--- src/rtl/console_uart.sv ---
// Memory-mapped console: STDOUT writes queue bytes for an 8N1 transmitter, TERMINATE latches a sticky halt.
// Status reads return on the next edge; writes to a full FIFO are dropped and flagged as overflow.
module console_uart #(
    parameter int          CLKS_PER_BIT = 8,
    parameter int          FIFO_DEPTH   = 16,
    parameter logic [23:0] ADDR_STATUS  = 24'hFFFFFD,
    parameter logic [23:0] ADDR_DATA    = 24'hFFFFFE,
    parameter logic [23:0] ADDR_HALT    = 24'hFFFFFF
) (
    input  logic        i_clk,
    input  logic        i_rstb,
    input  logic        i_clk_en,
    input  logic [23:0] i_daddr,
    input  logic [31:0] i_dout,
    input  logic        i_wr,
    input  logic        i_rd,
    output logic [31:0] o_rdata,
    output logic        o_tx,
    output logic        o_halt,
    output logic        o_irq_empty
);

    localparam int                PTR_W    = $clog2(FIFO_DEPTH);
    localparam int                CNT_W    = PTR_W + 1;
    localparam logic [CNT_W-1:0]  FULL_CNT = CNT_W'(FIFO_DEPTH);
    localparam logic [15:0]       BIT_LAST = 16'(CLKS_PER_BIT - 1);

    typedef enum logic [1:0] {
        ST_IDLE,
        ST_START,
        ST_DATA,
        ST_STOP
    } tx_state_e;

    tx_state_e        state_q, state_d;
    logic [7:0]       fifo_mem [FIFO_DEPTH];
    logic [PTR_W-1:0] wr_ptr_q, wr_ptr_d;
    logic [PTR_W-1:0] rd_ptr_q, rd_ptr_d;
    logic [CNT_W-1:0] cnt_q, cnt_d;
    logic [7:0]       shift_q, shift_d;
    logic [2:0]       bit_idx_q, bit_idx_d;
    logic [15:0]      clk_cnt_q, clk_cnt_d;
    logic             tx_q, tx_d;
    logic             halt_q, halt_d;
    logic             ovf_q, ovf_d;
    logic [31:0]      rdata_q, rdata_d;

    logic wr_data, wr_halt, rd_status;
    logic fifo_empty, fifo_full, push, pop, idle_empty, bit_done;
    logic unused_dout;

    assign unused_dout = ^i_dout[31:8];

    assign wr_data    = i_wr && (i_daddr == ADDR_DATA);
    assign wr_halt    = i_wr && (i_daddr == ADDR_HALT);
    assign rd_status  = i_rd && (i_daddr == ADDR_STATUS);
    assign fifo_empty = (cnt_q == '0);
    assign fifo_full  = (cnt_q == FULL_CNT);
    assign push       = wr_data && !fifo_full;
    assign pop        = (state_q == ST_IDLE) && !fifo_empty;
    assign idle_empty = fifo_empty && (state_q == ST_IDLE);
    assign bit_done   = (clk_cnt_q == BIT_LAST);

    always_comb begin
        state_d   = state_q;
        wr_ptr_d  = wr_ptr_q;
        rd_ptr_d  = rd_ptr_q;
        cnt_d     = cnt_q;
        shift_d   = shift_q;
        bit_idx_d = bit_idx_q;
        clk_cnt_d = clk_cnt_q;
        tx_d      = tx_q;
        halt_d    = halt_q | wr_halt;
        ovf_d     = ovf_q;
        rdata_d   = rdata_q;

        if (push) wr_ptr_d = wr_ptr_q + 1'b1;
        if (pop)  rd_ptr_d = rd_ptr_q + 1'b1;
        case ({push, pop})
            2'b10:   cnt_d = cnt_q + 1'b1;
            2'b01:   cnt_d = cnt_q - 1'b1;
            default: cnt_d = cnt_q;
        endcase

        // An overflowing write wins over the clearing status read.
        if (wr_data && fifo_full) ovf_d = 1'b1;
        else if (rd_status)       ovf_d = 1'b0;

        if (i_rd) begin
            rdata_d = rd_status
                    ? {16'h0, 8'(cnt_q), 4'h0, halt_q, ovf_q, fifo_full, idle_empty}
                    : 32'h0;
        end

        // tx_d follows the pre-edge state, so the line lags the FSM by one edge.
        case (state_q)
            ST_IDLE: begin
                tx_d = 1'b1;
                if (pop) begin
                    shift_d   = fifo_mem[rd_ptr_q];
                    bit_idx_d = 3'd0;
                    clk_cnt_d = 16'd0;
                    state_d   = ST_START;
                end
            end
            ST_START: begin
                tx_d = 1'b0;
                if (bit_done) begin
                    clk_cnt_d = 16'd0;
                    state_d   = ST_DATA;
                end else begin
                    clk_cnt_d = clk_cnt_q + 16'd1;
                end
            end
            ST_DATA: begin
                tx_d = shift_q[0];
                if (bit_done) begin
                    clk_cnt_d = 16'd0;
                    shift_d   = {1'b0, shift_q[7:1]};
                    if (bit_idx_q == 3'd7) state_d = ST_STOP;
                    else bit_idx_d = bit_idx_q + 3'd1;
                end else begin
                    clk_cnt_d = clk_cnt_q + 16'd1;
                end
            end
            ST_STOP: begin
                tx_d = 1'b1;
                if (bit_done) begin
                    clk_cnt_d = 16'd0;
                    state_d   = ST_IDLE;
                end else begin
                    clk_cnt_d = clk_cnt_q + 16'd1;
                end
            end
            default: begin
                tx_d    = 1'b1;
                state_d = ST_IDLE;
            end
        endcase
    end

    always_ff @(posedge i_clk or negedge i_rstb) begin
        if (!i_rstb) begin
            state_q   <= ST_IDLE;
            wr_ptr_q  <= '0;
            rd_ptr_q  <= '0;
            cnt_q     <= '0;
            shift_q   <= 8'h0;
            bit_idx_q <= 3'd0;
            clk_cnt_q <= 16'd0;
            tx_q      <= 1'b1;
            halt_q    <= 1'b0;
            ovf_q     <= 1'b0;
            rdata_q   <= 32'h0;
        end else if (i_clk_en) begin
            state_q   <= state_d;
            wr_ptr_q  <= wr_ptr_d;
            rd_ptr_q  <= rd_ptr_d;
            cnt_q     <= cnt_d;
            shift_q   <= shift_d;
            bit_idx_q <= bit_idx_d;
            clk_cnt_q <= clk_cnt_d;
            tx_q      <= tx_d;
            halt_q    <= halt_d;
            ovf_q     <= ovf_d;
            rdata_q   <= rdata_d;
        end
    end

    // Payload storage needs no reset; occupancy is tracked by cnt_q.
    always_ff @(posedge i_clk) begin
        if (i_clk_en && push) fifo_mem[wr_ptr_q] <= i_dout[7:0];
    end

    assign o_rdata     = rdata_q;
    assign o_tx        = tx_q;
    assign o_halt      = halt_q;
    assign o_irq_empty = idle_empty;

endmodule

--- config.mk ---
export PLATFORM = sky130hd
export DESIGN_NAME = console_uart
export DESIGN_NICKNAME = d
export VERILOG_FILES = /design/src/rtl/console_uart.sv
export SDC_FILE = /design/constraint.sdc
export NUM_CORES = 1
export LEC_CHECK = 0
export BUFFER_PORTS_ARGS = -buffer_cell sky130_fd_sc_hd__buf_2
export CORE_ASPECT_RATIO = 0.8
export CORE_MARGIN = 3
export CORE_UTILIZATION = 58
export CTS_BUF_LIST = sky130_fd_sc_hd__clkbuf_16
export DETAILED_ROUTE_END_ITERATION = 10
export GPL_TIMING_DRIVEN = 1
export PLACE_DENSITY = 0.87
export SYNTH_ARGS = -nofsm -noshare
export SYNTH_HDL_FRONTEND = slang
export SYNTH_SLANG_ARGS = --single-unit
--- constraint.sdc ---
create_clock -name i_clk -period 4.4 [get_ports i_clk]
set_input_delay 0.22 -clock i_clk [delete_from_list [all_inputs] [get_ports i_clk]]
set_output_delay 0.22 -clock i_clk [all_outputs]
set_load 0.01 [all_outputs]
==> impl_metrics.toml, run 1 <==
[power]
power.share.switching = 0.263
p_comb_frac = 0.144
ir_drop_mv = 0.327
seqPwrFrac = 0.498
power.switching_mw = 1.07
p_leak_nw = 3.34
clockPowerShare = 0.358
intPower_mw = 2.98
p_total_mw = 4.05
powerDensity_mw_per_mm2 = 448

[floorplanning]
initial_core_util = 0.598
die_h_um = 112
fp.dieW_um = 139
die_area_mm2 = 0.0155
io_pins = 96
placementRows = 38
core_mm2 = 0.0136

[run]
cap_viol_max_count = 0

[cts]
clk_pin_slew_ps = 70
clkSinkCount = 182
cts_max_level = 4
cts_root_buf = "clkbuf_16"
cts_resized = 0
cts_buffers = 17
postCtsSetupBuffers = 0
clk_path_buf_depth = 2
ctsHoldBuffers = 1
cts_tree = "built"
clk_latency_ps = 430

[sta]
tightest_slew_ps = 1120
maxSlewHeadroom = 0.250
hold_viol = 0
setup_viol = 0
fin_setup_tns_ps = 0
whs_ps = 141
min_period_over_period = 0.777
fmax_ghz = 0.293
fin_worst_skew_ps = 9.20
rsz0062_at_grt = "no"
period_minus_slack_ps = 3420
drv_slew = 0
worst_slack_ps = 983

[global_routing]
met3_usage = 0.0613
overflow = 0
grt_pass1_wl_um = 28000
grt_usage = 0.238
gr-max-usage-layer = "met2"
grt_pass1_vias = 5130
met1_usage = 0.309
grt_start_max_net_pins = 55
antenna_found_initial = 0
use_met2 = 0.387

[finish]
nets = 690
num_antenna_cells = 0
finalNonFillerCells = 804
design_area_mm2 = 0.00904
nFillCells = 868
final_core_util = 0.662
syn2layout_area_growth_pct = 10.8
drive_gt1_frac = 0.213

[detailed_routing]
vias = 5083
ant_nets = 0
routed_wl_um = 17800
viasPerCell = 6.32
wl_per_cell_um = 22.1
drtIter0Drc = 787
drc = 0
drt-pass1-iter-count = 6

[worst_hold_path]
holdCritStartpoint = "i_wr"
min_path_cells = 3
hp-class = "primary input to register"
min_to = "o_halt"

[synth]
synth_most_common_cell = "edfxtp_1"
avgSynthCellArea_um2 = 14.5
synthCells = 562
synth_edf_count = 128
netlist.area_leader.share = 0.471
yosysWarnings = 0
synth_seq_cells = 182
synthDistinctLibCells = 62
ys_top_cells_by_area = "edfxtp_1 (47%), dfrtp_1 (16%), mux4_2 (8.3%)"
yosysSeqAreaShare = 0.637
synth_common_cells = "edfxtp_1 (128), dfrtp_1 (53), nand2_1 (37)"
synthArstFlopShare = 0.297
netlist.top_cell.by_area = "edfxtp_1"
ys.flop_type = "edfxtp_1"
syn_area_mm2 = 0.00816

[setup_path]
crit_required_ps = 4750
worstPathCellList = "inv_1 > ha_1 > a21boi_0 > ha_1 > xor2_1 > ha_1 > a21boi_0 > o21ai_0 > or4b_2 > o311ai_0 > xnor2_1"
worstReg2RegStart = "state_q[0]"
startpoint_type = "register"
cp_slowest_cell = "or4b_2"
cp_common_cell = "ha_1"
slowest_delay_ps = 600
cp_max_fo = 9
cp_data_arrival_time_ps = 3770
rrSetupSlack_ps = 980
critical_path_class = "register to register"
worstReg2RegEnd = "cnt_q[4]"
worstSetupEndpointType = "register"
r2r_cells = 11

[place]
gp_congestion = 0.858
dpl.hpwl_um = 11200
place_ws_ps = 1040
io_buffers = 48
placed_area_mm2 = 0.00846
place_inst = 771

[status]
outcome = "complete, no violations"
[layout make-up]
cell class / count / area (um2) / share of cell area
multi-input combinational: 341 / 2700 / 0.299
tap: 180 / 225 / 0.0249
clock buffer: 17 / 425 / 0.0471
inverter: 14 / 52.6 / 0.00581
sequential: 182 / 5200 / 0.575
clock inverter: 15 / 139 / 0.0154
timing repair buffer: 55 / 295 / 0.0327
[sequential cells by signal, indices dropped and copies added (netlist names)]
signal / cells
state_q: 2
fifo_mem: 128
wr_ptr_q: 4
o_rdata: 9
ovf_q: 1
shift_q: 8
o_halt: 1
clk_cnt_q: 16
rd_ptr_q: 4
cnt_q: 5
bit_idx_q: 3
o_tx: 1
[per-layer routing]
metal,part of all wire,vias up
met5,0,-
met4,0.029,0
met3,0.082,50
met2,0.50,318
met1,0.39,2500
li1,-,2215
[cell families after synthesis]
group / count (synthesis) / synth area share
AO/OA/AOI/OAI: 97 / 0.0834
XOR/XNOR: 18 / 0.0193
adder cells (fa/ha/maj): 18 / 0.0276
buffers and inverters: 61 / 0.0416
flip-flops: 182 / 0.637
multiplexers: 42 / 0.0992
other: 1 / 0.000460
AND/OR/NAND/NOR: 143 / 0.0913
[placed cells by master, fill, tap and decap left out, types with 3 or more instances in the layout]
master      synthesis  routed
mux2_2              7       7
a21oi_1            25      25
mux4_2             30      30
a211oi_1            3       3
a22o_1             10      10
nand3_1             9       9
nand2b_1            3       3
o21ai_0            16      16
ha_1               18      18
nor3_1             14      14
or4_1               3       3
o31ai_1             3       3
nor2_1             29      29
nand2_1            37      37
clkinv_1            0       3
clkbuf_16           0      17
dfrtp_1            53      52
nand4_1             8       8
a22oi_1            15      15
edfxtp_1          128     128
conb_1              1      23
xor2_1              3       3
xnor2_1            15      15
clkinvlp_4          0       3
buf_2               7      48
buf_4              23       6
and3_1              5       5
nor2b_1             4       4
mux2i_1             4       4
and2_1             12      12
inv_1              14      15
nor4_1              7       7
[power groups by stage]
stage	Sequential (mW)	Combinational [mW]	Clock, mW
global route	2.03	0.640	1.54
finish	2.02	0.584	1.45
CTS	2.02	0.578	1.46
global placement	2.04	0.505	0
floorplan	1.98	0.465	0
detailed placement	2.05	0.544	0
[worst max-delay path: cells and delay by family (launching register included)]
family          cells  cell delay, ps
fa+ha+maj           3             940
compound gates      4             780
simple gates        1             600
flops               1             450
xor+xnor            2             380
buf+inv             1             200
[worst max-delay path by stage]
stage	start	to	slack, ps	depth (start not counted)
final	state_q[0]	cnt_q[4]	980	11
after floorplan	cnt_q[2]	cnt_q[4]	1280	13
after global routing	state_q[0]	cnt_q[4]	700	11
after detailed placement	cnt_q[2]	cnt_q[4]	1040	11
after CTS	state_q[0]	cnt_q[4]	990	11
after global placement	cnt_q[2]	cnt_q[4]	1130	11
Power figures use the tool's default switching activity.
==> inputs of run 2 (changes only) <==
==> constraint.sdc (replaced) <==
create_clock -name i_clk -period 3.39 [get_ports i_clk]
set_input_delay 0.1695 -clock i_clk [delete_from_list [all_inputs] [get_ports i_clk]]
set_output_delay 0.1695 -clock i_clk [all_outputs]
set_load 0.01 [all_outputs]
==> run 2 against run 1 <==
Global-route usage decreased by 0.54 points. Utilization increased by 0.80 points. Fmax increased by 12%. Largest power group unchanged. Clock skew fell by 1.8 ps. Final area increased by 1.2%. Sequential power up 28%. Highest routed layer unchanged. Worst setup slack got worse by 660 ps. Critical path type unchanged.
==> impl_metrics.toml, run 2 (synthesized netlist as in run 1, its figures left out) <==
[floorplanning]
initial_core_util = 0.598
die_area_mm2 = 0.0155
io_pins = 96
fp.dieW_um = 139
core_mm2 = 0.0136
die_h_um = 112
placementRows = 38

[detailed_routing]
viasPerCell = 6.38
routed_wl_um = 17200
vias = 5158
drtIter0Drc = 645
drt-pass1-iter-count = 5
drc = 0
wl_per_cell_um = 21.3
ant_nets = 0

[finish]
finalNonFillerCells = 809
drive_gt1_frac = 0.224
mostFrequentLayoutCell = "edfxtp_1"
final_cell_mix = "edfxtp_1 (128), dfrtp_1 (52), buf_2 (48)"
multiInputGateArea_mm2 = 0.00272
register_area_mm2 = 0.00520
top_register = "fifo_mem"
syn2layout_area_growth_pct = 12.1
final_core_util = 0.670
nFillCells = 850
largest_register_ffs = 128
nets = 695
num_antenna_cells = 0

[power]
intPower_mw = 3.94
p_total_mw = 5.41
seqPwrFrac = 0.477
powerDensity_mw_per_mm2 = 591
power.switching_mw = 1.47
power.share.switching = 0.271
p_comb_frac = 0.148
p_leak_nw = 3.40
ir_drop_mv = 0.509
clockPowerShare = 0.375

[cts]
clkSinkCount = 182
cts_buffers = 17
cts_root_buf = "clkbuf_16"
cts_max_level = 4
clk_pin_slew_ps = 70
clk_latency_ps = 440
clk_path_buf_depth = 2
cts_tree = "built"
postCtsSetupBuffers = 0

[setup_path]
crit_required_ps = 3750
worstReg2RegStart = "state_q[0]"
startpoint_type = "register"
critical_path_class = "register to register"
cp_max_fo = 4
cp_data_arrival_time_ps = 3430
worstSetupEndpointType = "register"
worstPathCellList = "inv_1 > ha_1 > a21boi_0 > ha_1 > xor2_1 > ha_1 > a21boi_0 > o21ai_0 > or4b_2 > o311ai_0 > xnor2_1"
slowest_delay_ps = 600
critPathLaunch = "state_q[0]"
rrSetupSlack_ps = 330
cp_common_cell = "ha_1"
cp_slowest_cell = "or4b_2"

[status]
outcome = "complete, no violations"

[sta]
min_period_over_period = 0.903
period_minus_slack_ps = 3060
fin_setup_tns_ps = 0
tightest_slew_ps = 1130
hold_viol = 0
rsz0062_at_grt = "no"
drv_slew = 0
fmax_ghz = 0.327
maxSlewHeadroom = 0.237
setup_viol = 0
fin_worst_skew_ps = 7.35

[place]
gp_congestion = 0.862
dpl.hpwl_um = 11100
place_inst = 776
io_buffers = 48

[worst_hold_path]
holdCritStartpoint = "i_daddr[1]"
hp-class = "primary input to register"

[run]
cap_viol_max_count = 0

[global_routing]
grt_usage = 0.232
overflow = 0
grt_pass1_vias = 5053
antenna_found_initial = 0
grt_pass1_wl_um = 27500
grt_start_max_net_pins = 40
## run 2: changes by cell type in the layout (fill, tap and decap cells not counted), moves of 2 or more
cell / change
buf_4: +4
clkinv_1: -2
clkinv_2: -2
clkinvlp_4: -2
inv_6: +3
inv_8: +4
## run 2: layer usage
metal | share of wire | global-route usage | wire length (um) | vias up
met5 | 0 | 0 | 0 | -
met2 | 0.50 | 0.372 | 8590 | 299
met3 | 0.082 | 0.0486 | 1410 | 48
li1 | - | - | - | 2226
met4 | 0.034 | 0.111 | 580 | 0
met1 | 0.39 | 0.310 | 6640 | 2585
## run 2: layout make-up
class	instances	share of cell area
Sequential cell	182	0.568
Tap cell	180	0.0246
Multi-Input combinational cell	341	0.297
Timing Repair Buffer	60	0.0378
Clock buffer	17	0.0465
Inverter	14	0.00574
Clock inverter	15	0.0202
## run 2: worst paths after layout
kind                          endpoint  depth (start not counted)
min                        o_rdata[12]                          3
min reg2reg                o_rdata[12]                          2
min in group asynchronous   o_rdata[9]                          2
max in group asynchronous  rd_ptr_q[0]                          3
max reg2reg                   cnt_q[4]                         11
max                           cnt_q[4]                         11
## run 2: repair_timing
| action | CTS | global route |
|---|---|---|
| endpoints found under the hold margin | 30 | 0 |
| hold buffers | 1 | 0 |
| gates resized for setup | 0 | 1 |
| setup endpoints to repair | 0 | 1 |
## run 2: per-stage QoR
stage,instance area [um2],setup WS [ps],hold slack (ps)
final,9150,327,62.3
after global routing,9150,18.5,84.8
after floorplan,8240,274,-126
after detailed placement,8510,273,261
after global placement,8510,344,261
after CTS,9140,233,27.4
## run 2: critical path: cells and delay by family (launching register included)
kind            cells  cell delay (ps)
buf+inv             1              160
fa+ha+maj           3              710
compound gates      4              760
flops               1              430
xor+xnor            2              330
simple gates        1              600
## run 2: power groups by stage
stage,Sequential [mW],Clock (mW),Combinational [mW]
5_1_grt,2.59,2.13,0.890
4_1_cts,2.58,2.04,0.798
2_1_floorplan,2.58,0,0.603
3_3_place_gp,2.61,0,0.719
3_5_place_dp,2.62,0,0.773
6_report,2.58,2.03,0.802
==> inputs of run 3 (changes only) <==
--- a/config.mk
+++ b/config.mk
@@ -5,14 +5,15 @@
 export SDC_FILE = /design/constraint.sdc
 export NUM_CORES = 1
 export LEC_CHECK = 0
+export ABC_AREA = 1
 export BUFFER_PORTS_ARGS = -buffer_cell sky130_fd_sc_hd__buf_2
 export CORE_ASPECT_RATIO = 0.8
 export CORE_MARGIN = 3
-export CORE_UTILIZATION = 58
+export CORE_UTILIZATION = 59
 export CTS_BUF_LIST = sky130_fd_sc_hd__clkbuf_16
 export DETAILED_ROUTE_END_ITERATION = 10
 export GPL_TIMING_DRIVEN = 1
-export PLACE_DENSITY = 0.87
+export PLACE_DENSITY = 0.88
 export SYNTH_ARGS = -nofsm -noshare
 export SYNTH_HDL_FRONTEND = slang
 export SYNTH_SLANG_ARGS = --single-unit
==> run 3 against run 2 <==
Synthesized cell count is 74% higher. Critical path depth is 4 higher. Sequential power is 2% lower. Routed wire length is 10% higher. Flip-flop and latch count stayed put. Combinational power is 62% lower. Power is 11% lower. Global-route usage is 0.31 points higher. Clock power is 3% lower. First-iteration DRC count is 19% higher. Worst setup slack better by 550 ps. Largest power group unchanged. Highest routed layer unchanged.
==> impl_metrics.toml, run 3 <==
[status]
outcome = "complete, no violations"

[detailed_routing]
vias = 6774
drtIter0Drc = 768
ant_nets = 0
viasPerCell = 5.55
wl_per_cell_um = 15.6
routed_wl_um = 19000
drc = 0
drt-pass1-iter-count = 6

[power]
power.share.switching = 0.248
ir_drop_mv = 0.492
intPower_mw = 3.61
seqPwrFrac = 0.529
p_comb_frac = 0.063
power.switching_mw = 1.19
p_leak_nw = 4.49
clockPowerShare = 0.408
powerDensity_mw_per_mm2 = 487

[global_routing]
grt_usage = 0.235
antenna_found_initial = 0
grt_pass1_vias = 6182
overflow = 0
grt_pass1_wl_um = 30100
grt_start_max_net_pins = 68

[floorplanning]
die_h_um = 116
placementRows = 39
fp.dieW_um = 144
initial_core_util = 0.614
die_area_mm2 = 0.0167
core_mm2 = 0.0146
io_pins = 96

[cts]
clk_path_buf_depth = 2
cts_resized = 0
cts_root_buf = "clkbuf_16"
clkSinkCount = 182
cts_buffers = 17
postCtsSetupBuffers = 0
clk_latency_ps = 440
cts_tree = "built"
cts_max_level = 4
clk_pin_slew_ps = 70

[synth]
netlist.top_cell.by_area = "edfxtp_1"
synth_most_common_cell = "nand2_1"
synth_edf_count = 128
yosysSeqAreaShare = 0.580
ys.flop_type = "edfxtp_1"
yosysWarnings = 0
synth_seq_cells = 182
synthDistinctLibCells = 43
synth_common_cells = "nand2_1 (331), edfxtp_1 (128), nand3_1 (108)"
ys_top_cells_by_area = "edfxtp_1 (43%), dfrtp_1 (15%), nand2_1 (14%)"
synthArstFlopShare = 0.297
avgSynthCellArea_um2 = 9.16
synthCells = 978
syn_area_mm2 = 0.00896
netlist.area_leader.share = 0.429

[place]
io_buffers = 48
dpl.hpwl_um = 12200
gp_congestion = 0.928
place_ws_ps = 961

[sta]
period_minus_slack_ps = 2510
fin_worst_skew_ps = 10.2
drv_slew = 0
tightest_slew_ps = 872
maxSlewHeadroom = 0.417
min_period_over_period = 0.741
fmax_ghz = 0.398
fin_setup_tns_ps = 0
rsz0062_at_grt = "no"
worst_slack_ps = 880
setup_viol = 0
hold_viol = 0

[setup_path]
crit_required_ps = 3770
worstSetupEndpointType = "register"
startpoint_type = "register"
cp_max_fo = 8
cp_data_arrival_time_ps = 2890
critical_path_class = "register to register"

[finish]
mostFrequentLayoutCell = "nand2_1"
final_cell_mix = "nand2_1 (331), edfxtp_1 (128), nand3_1 (108)"
largest_register_ffs = 128
num_antenna_cells = 0
nets = 1103
drive_gt1_frac = 0.114
syn2layout_area_growth_pct = 10.0
top_register = "fifo_mem"

[worst_hold_path]
hp-class = "primary input to register"

[run]
cap_viol_max_count = 0
run 3: changes by cell type in the layout (fill, tap and decap cells not counted), moves of 14 or more:
cell,before,now
nand2_1,37,331
nand3_1,9,108
inv_1,14,96
nor2_1,29,75
mux4_2,30,0
a21oi_1,25,5
a22oi_1,15,1
xnor2_1,15,1
run 3: logic make-up (layout without fill, tap and decap cells):
logic type	after synthesis	in the layout	synth area share
DFF	182	182	0.580
buffers and inverters	156	193	0.0799
and+or+nand+nor	566	566	0.276
adders and majority gates	18	18	0.0251
other	1	23	0.000419
AOI/OAI and AO/OA	43	43	0.0272
xor gates and xnor gates	12	12	0.0117
run 3: routing by layer:
layer	up-vias	part of all wire	track usage	routed length, um
met5	-	0	0	0
met4	0	0.024	0.0853	465
met3	49	0.083	0.0594	1580
met2	334	0.46	0.369	8830
met1	3143	0.43	0.323	8140
li1	3248	-	-	-
run 3: repair_timing:
action                                  4_1_cts  5_1_grt
hold buffers                                  1        0
endpoints found under the hold margin        33        0
endpoints found under the setup margin        0        0
run 3: critical path: stages, from the launching register on:
cell and delay [ps]:
dfrtp_1 460, nor2_2 80, nand3_2 100, inv_1 60
nor2_2 310, nand2_1 180, ha_1 290, xor2_1 210
ha_1 180, inv_1 40, nand2_1 100, nand3_1 90
nand2_1 100, xor2_1 140, nand2_1 60, nand2_1 60
run 3: final timing paths:
check,start,endpoint,slack [ps],cells after the start
min in group asynchronous,i_rstb,clk_cnt_q[13],370,2
setup / recovery,cnt_q[0],cnt_q[4],880,15
hold / removal,i_clk_en,wr_ptr_q[3],80,3
hold reg to reg,shift_q[5],shift_q[5],490,2
setup reg to reg,cnt_q[0],cnt_q[4],880,15
max in group asynchronous,i_rstb,shift_q[5],2250,3
run 3: stage by stage:
step	total power [mW]	cells	util	hold WS, ps	cell area (um2)
floorplan	2.78	1000	-	-126	9040
global placement	2.87	1188	0.634	293	9250
detailed placement	2.88	1188	0.634	301	9250
CTS	4.81	1221	0.676	78.4	9860
global route	4.96	1221	0.676	98.8	9860
finish	4.80	1221	0.676	82.4	9860
run 3: layout make-up:
type / instances / area (um2)
Fill cell: 1007 / 4730
Inverter: 105 / 394
Clock inverter: 15 / 175
Multi-Input combinational cell: 662 / 3130
Sequential cell: 182 / 5200
Tap cell: 184 / 230
Clock buffer: 17 / 425
Timing Repair Buffer: 56 / 303
run 3: power groups by stage:
stage / registers, mW / logic (mW) / clock network (mW)
floorplan: 2.56 / 0.219 / 0
global placement: 2.58 / 0.285 / 0
detailed placement: 2.58 / 0.296 / 0
CTS: 2.54 / 0.300 / 1.97
global route: 2.55 / 0.350 / 2.06
finish: 2.54 / 0.303 / 1.96
